$ cat config.mk
export PLATFORM = sky130hd
export DESIGN_NAME = contador_updown_param
export DESIGN_NICKNAME = d
export VERILOG_FILES = /design/src/rtl/contador_updown_param.sv
export SDC_FILE = /design/constraint.sdc
export NUM_CORES = 1
export LEC_CHECK = 0
export CAP_MARGIN = 20
export CORE_ASPECT_RATIO = 1.1
export CORE_MARGIN = 8
export CORE_UTILIZATION = 47
export CTS_CLUSTER_SIZE = 30
export DETAILED_ROUTE_END_ITERATION = 10
export PLACE_DENSITY = 0.86
export SLEW_MARGIN = 20
export SYNTH_ARGS = -nofsm -noshare
export SYNTH_HDL_FRONTEND = slang
export SYNTH_SLANG_ARGS = --single-unit
export TNS_END_PERCENT = 30
$ cat constraint.sdc
create_clock -name clk -period 2.2 [get_ports clk]
set_input_delay 0.33 -clock clk [delete_from_list [all_inputs] [get_ports clk]]
set_output_delay 0.33 -clock clk [all_outputs]
set_load 0.005 [all_outputs]
$ cat src/rtl/contador_updown_param.sv
// Purpose     : synchronous parametrised up/down counter with modulo, load, clear, prescaler, wrap/saturate.
// Latency     : count/wrap/sat registered, update on the edge a clear/load/step is sampled; tc is combinational.
// Backpressure: none; en gates the prescaler, and a step is taken whenever the prescaler completes a period.
//
// Ports
//   clk      : single system clock, all state on the rising edge
//   rstn     : asynchronous active-low reset
//   clear    : synchronous clear (highest priority)
//   load     : synchronous parallel load of load_val, clamped to MODULO-1
//   load_val : value to load
//   en       : count enable into the prescaler
//   up       : direction, 1 = up, 0 = down, sampled on each step
//   count    : current count (registered)
//   tc       : terminal count, en & step & at the range end in the current direction
//   wrap     : 1-cycle pulse, previous edge wrapped around the range (SATURATE=0)
//   sat      : level, count held at a range end by a blocked step (SATURATE=1)
module contador_updown_param #(
    parameter int WIDTH    = 8,
    parameter int MODULO   = 256,
    parameter int PRESCALE = 1,
    parameter int SATURATE = 0
) (
    input  logic             clk,
    input  logic             rstn,
    input  logic             clear,
    input  logic             load,
    input  logic [WIDTH-1:0] load_val,
    input  logic             en,
    input  logic             up,
    output logic [WIDTH-1:0] count,
    output logic             tc,
    output logic             wrap,
    output logic             sat
);

    // Prescaler counter needs at least one bit even when PRESCALE=1.
    localparam int PW = (PRESCALE > 1) ? $clog2(PRESCALE) : 1;

    // Range top held in WIDTH+1 bits so MODULO = 2**WIDTH is representable
    // without overflow in the comparisons below.
    localparam logic [WIDTH:0]  MAX_VAL = (WIDTH+1)'(MODULO - 1);
    localparam logic [PW-1:0]   P_LAST  = PW'(PRESCALE - 1);

    logic [PW-1:0]  pcnt;
    logic [PW-1:0]  pcnt_nxt;
    logic           step;

    logic [WIDTH:0] cnt_ext;
    logic [WIDTH:0] inc_ext;
    logic [WIDTH:0] dec_ext;
    logic           at_top;
    logic           at_bot;
    logic           at_end;

    logic [WIDTH:0] load_ext;
    logic [WIDTH:0] load_clamped;

    logic [WIDTH-1:0] count_nxt;
    logic             wrap_nxt;
    logic             sat_nxt;

    // ------------------------------------------------------------------
    // Step generation: one step per PRESCALE enabled cycles.
    // ------------------------------------------------------------------
    assign step = en & (pcnt == P_LAST);

    // ------------------------------------------------------------------
    // Range arithmetic in WIDTH+1 bits. Incrementing past MAX_VAL or a
    // borrow out of the top bit on decrement marks the range ends.
    // ------------------------------------------------------------------
    assign cnt_ext = {1'b0, count};
    assign inc_ext = cnt_ext + {{WIDTH{1'b0}}, 1'b1};
    assign dec_ext = cnt_ext - {{WIDTH{1'b0}}, 1'b1};
    assign at_top  = (inc_ext > MAX_VAL);
    assign at_bot  = dec_ext[WIDTH];
    assign at_end  = up ? at_top : at_bot;

    // Out-of-range load values clamp to the top of the range.
    assign load_ext     = {1'b0, load_val};
    assign load_clamped = (load_ext > MAX_VAL) ? MAX_VAL : load_ext;

    // Terminal count reflects a step that would hit the end this edge;
    // clear and load take priority over the step, so they mask it.
    assign tc = step & at_end & ~clear & ~load;

    // ------------------------------------------------------------------
    // Next-state selection: clear > load > step > hold.
    // ------------------------------------------------------------------
    always_comb begin
        count_nxt = count;
        pcnt_nxt  = pcnt;
        wrap_nxt  = 1'b0;
        sat_nxt   = sat;

        if (clear) begin
            count_nxt = '0;
            pcnt_nxt  = '0;
            sat_nxt   = 1'b0;
        end else if (load) begin
            count_nxt = load_clamped[WIDTH-1:0];
            pcnt_nxt  = '0;
            sat_nxt   = 1'b0;
        end else if (en) begin
            if (step) begin
                pcnt_nxt = '0;
                if (!at_end) begin
                    count_nxt = up ? inc_ext[WIDTH-1:0] : dec_ext[WIDTH-1:0];
                    sat_nxt   = 1'b0;
                end else if (SATURATE != 0) begin
                    // Blocked step: hold the end value and flag it.
                    sat_nxt = 1'b1;
                end else begin
                    count_nxt = up ? '0 : MAX_VAL[WIDTH-1:0];
                    wrap_nxt  = 1'b1;
                end
            end else begin
                pcnt_nxt = pcnt + PW'(1);
            end
        end
    end

    // ------------------------------------------------------------------
    // State registers.
    // ------------------------------------------------------------------
    always_ff @(posedge clk or negedge rstn) begin
        if (!rstn) begin
            count <= '0;
            pcnt  <= '0;
            wrap  <= 1'b0;
            sat   <= 1'b0;
        end else begin
            count <= count_nxt;
            pcnt  <= pcnt_nxt;
            wrap  <= wrap_nxt;
            sat   <= sat_nxt;
        end
    end

endmodule

Word-level counts from Yosys, hierarchy flattened
Cells that the tools add are included.

Register bits after elaboration: 11. Input port bits: 14. Output and inout port bits: 11. Logic and storage cells: 44.

Add/subtract/negate cells: 3. Magnitude comparators: 2. Equal/unequal tests: 1. Multiplexer cells: 23. Bitwise gates (word level): 7. Reduce and logical (&&, ||, !) cells: 4.

Operators by type and width (count): 8-bit 2-to-1 mux (8); 1-bit 2-to-1 mux (15); 8-bit by 1-bit adder with 9-bit output (second input constant) (1); 9-bit by 8-bit > comparator with 1-bit output (second input constant) (1); 8-bit by 1-bit subtractor with 9-bit output (second input constant) (1); 8-bit > comparator (second input constant) (1); 3-bit nonzero test (2); 1-bit bitwise AND (4); 3-bit != test (second input constant) (1); 1-bit NOT (3); 3-bit AND reduction (1); 2-bit AND reduction (1); 1-bit adder (second input constant) (1).

Depth between registers and ports, before layout
Depth after elaboration: 8. Mapped depth: 7. Gate-level depth less buffers: 7.

Worst setup path before layout
No wires, ideal clock.

Path type: register -> output. Start: reg count[2]. End: out tc. Arrival: 1750 ps. Required time: 1870 ps. Path slack: 120 ps. Cell stages (with the launch flop): 6. Buffers on the path: 1. Cells stage by stage: dfrtp_1 -> buf_6 -> or4_4 -> or4_4 -> o21ai_1 -> and2_1.

Longest elaborated chain between the ends: 6. Elaborated cells on any way between the ends: 7. Those cells by class: add/sub: 2; order compare: 1; mux: 1; bitwise: 3.

Ends and longest elaborated chain: start, declared (RTL line 30) `output logic [WIDTH-1:0] count,`; start signal, assigned (RTL line 132) `count <= count_nxt;`; 8-bit by 1-bit adder with 9-bit output (RTL line 72) `assign inc_ext = cnt_ext + {{WIDTH{1'b0}}, 1'b1};`; 9-bit by 8-bit > comparator with 1-bit output (RTL line 74) `assign at_top = (inc_ext > MAX_VAL);`; 1-bit 2-to-1 mux * (RTL line 76) `assign at_end = up ? at_top : at_bot;`; 1-bit bitwise AND * (3 in a row) (RTL line 84) `assign tc = step & at_end & ~clear & ~load;`; end, declared (RTL line 31) `output logic tc,`.

Mark *: on every way between the ends. The rest lies on a longest branch, timed or not.

Worst setup path after layout
Start: reg count[4]. End: out tc.

The elaborated chain is that of the path after synthesis.

==> reports/metrics.yaml <==
timing:
  rsz0062_at_grt: "true"
  finalHoldViolCount: 0
  setup_viol: 1
  fin_worst_skew_ns: 0.00667
  min_period_ns: 2.29
  maxSlewHeadroom_pct: 66.4
  fmax_ghz: 0.437
  drv_slew: 0
  setup_ws_ns: -0.0859
  hold_ws_ns: 0.385
  period_share_pct: 104
  max_slew.worst_pin.slew_ns: 0.503
floorplan:
  rows: 16
  pin_count: 25
  die_area_um2: 3570
  die_y_um: 61.9
  die_x_um: 57.7
  core_region_area_um2: 1800
  initial_core_util_pct: 49.9
drt:
  post_drt_via_cell_ratio: 6.47
  dr_total_vias: 1177
  wl_met3_um: 356
  met1Wirelength_um: 1360
  drt_first_pass_iters: 4
  routed_wl_um: 3450
  postRouteAntennaNets: 0
  first_iter_violations: 49
  wl_met2_um: 1580
  routed.top_layer: "met4"
  wire_per_inst_um: 19.0
  drc: 0
setup_path:
  cp.arrival_ns: 1.96
  path_common_cell: "or4_4"
  slowest_stage: "or4_4"
  crit_start: "count[4]"
  start_kind: "register"
  cp_top_family: "simple AND/OR/NAND/NOR gates"
  slowest_delay_ns: 0.55
  critical_path.cell_chain: "or4_4, or4_4, o21ai_2, and2_1, buf_2"
  cp_max_fo: 2
  path_class: "register to output pin"
  crit_path_end_kind: "output pin"
  crit_required_ns: 1.87
  cp.buffers_inverters: 1
  r2r_start: "count[0]"
global_routing:
  grt_util_all_layers_pct: 19.4
  grt_pass1_vias: 1180
  grt-ovfl-total: 0
  grt_pass1_wl_um: 5450
  grt_start_max_net_pins: 14
  antenna_found_initial: 0
job:
  max-cap-violations: 0
finish:
  antennaDiodeCount: 0
  area_growth_pct: 58.4
  fillCellCount: 128
  fin_nets: 182
  regArea_um2: 250
  multi_input_area_um2: 622
  utilization_pct: 79.0
  layout-drive-gt1-share_pct: 31.1
cts:
  clkTransAtPathRegs_ns: 0.08
  cts_buffers: 3
  clock_path_buffers: 2
  clock_latency_ns: 0.27
  clock-root-buffer: "clkbuf_4"
  cts_max_level: 1
  cts_tree: "done"
  cts_num_sinks: 10
pwr:
  total_power_w: 0.000728
  ir_worst_vdd_mv: 0.368
  p_leak_nw: 0.624
  p_per_area_nw_per_um2: 512
synth:
  syn_inst: 112
  async_reset_ff_share_pct: 100
  ys_warn_count: 0
  synth_cell_types: 48
  synth_flop_cell: "dfrtp_1"
  seq_area_frac_synth_pct: 27.9
  ys_seq_elements: 10
  synth_nets: 129
  syn_avg_cell_area_um2: 8.02
  synth_edf_count: 0
  netlist_area_um2: 898
placed_design:
  place_ws_ns: -0.258
  gp_congestion: 0.916
  hpwl_um: 2460
  io_buffer_count: 23
outcome:
  status: "complete, but fails checks"
  violations: "setup timing"
worst_hold_path:
  min_path_type: "input port to asynchronous set/reset pin"
==> Yosys cell counts (2+ instances only) <==
| master | n | share of area, % |
|---|---|---|
| a21oi_1 | 5 | 2.8 |
| a221oi_1 | 2 | 2.0 |
| a22oi_1 | 2 | 1.7 |
| a31oi_1 | 4 | 2.8 |
| and2_1 | 3 | 2.1 |
| buf_2 | 2 | 1.1 |
| clkbuf_1 | 3 | 1.3 |
| dfrtp_1 | 10 | 28 |
| ha_1 | 3 | 4.2 |
| inv_1 | 7 | 2.9 |
| nand2_1 | 10 | 4.2 |
| nand2b_1 | 2 | 1.4 |
| nand3_1 | 3 | 1.7 |
| nor2_1 | 10 | 4.2 |
| nor3_1 | 5 | 2.8 |
| nor4_1 | 2 | 1.4 |
| o21ai_1 | 2 | 1.1 |
| o22ai_1 | 4 | 2.8 |
| o311ai_1 | 2 | 2.0 |
| o31ai_1 | 2 | 1.7 |
| or4_4 | 2 | 2.5 |
==> where the power goes <==
group | switching, W | internal [W]
sequential | 0.0000138 | 0.000200
clock | 0.0000771 | 0.000101
combinational | 0.000160 | 0.000176
==> layout make-up <==
type / instances / area share (%)
multi-input cells: 88 / 43.7
repair buffers: 55 / 32.7
flip-flops and latches: 10 / 17.6
clock buffers: 4 / 2.55
inverters: 7 / 1.85
well taps: 18 / 1.58
==> layer usage <==
metal  GRT usage, %  vias up
li1               -      526
met1           22.3      540
met2           34.1       90
met3           4.32       21
met4           9.09        0
met5              0        -
==> per-stage QoR <==
| stage | TNS (ns) | cells | cell area [um2] |
|---|---|---|---|
| after floorplan | 0 | 112 | 898 |
| after global placement | -0.253 | 177 | 1340 |
| after detailed placement | -0.258 | 177 | 1340 |
| after CTS | -0.0946 | 182 | 1390 |
| after global routing | -0.123 | 182 | 1420 |
| final | -0.0859 | 182 | 1420 |
==> state kept, by name, indices dropped and copies added (netlist names) <==
signal,flops
count,8
pcnt,1
wrap,1
==> cell families (layout without fill, tap and decap cells) <==
family	count (synthesis)	count (layout)	share of synthesized area (%)
buf+inv	14	66	7.38
compound gates	36	36	30.5
simple gates	45	45	26.6
other cells	1	1	0.417
mux	1	1	1.11
fa+ha+maj	3	3	4.18
xor+xnor	2	2	1.95
flops	10	10	27.9
==> final timing paths <==
| kind | depth (start not counted) | slack (ns) | end |
|---|---|---|---|
| max | 5 | -0.09 | tc |
| min | 1 | 0.39 | count[3] |
| max reg2reg | 8 | 0.06 | count[5] |
| min reg2reg | 1 | 0.60 | pcnt |
| max in group asynchronous | 1 | 1.47 | count[7] |
| min in group clk | 1 | 0.60 | pcnt |
==> what timing repair did <==
item | CTS | global route
hold buffers | 0 | 0
resized for setup | 6 | 5
endpoints found under the setup margin | 1 | 3
pin swaps | 2 | 1
buffers inserted | 1 | 0
==> placed cells by master, fill, tap and decap left out, types with 2 or more instances in the layout <==
cell and n:
a21oi_1 5, dfrtp_1 10, nand2_1 10, ha_1 2, clkbuf_4 3, o22ai_1 4
and2_1 3, inv_1 6, o311ai_1 2, a31oi_1 4, nand2b_1 2, a221oi_1 2
buf_4 32, nor3_1 4, a22oi_1 2, or4_4 2, nor2_1 10, nand3_1 3
clkdlybuf4s50_1 22, o31ai_1 2
(Power assumes the default switching activity.)
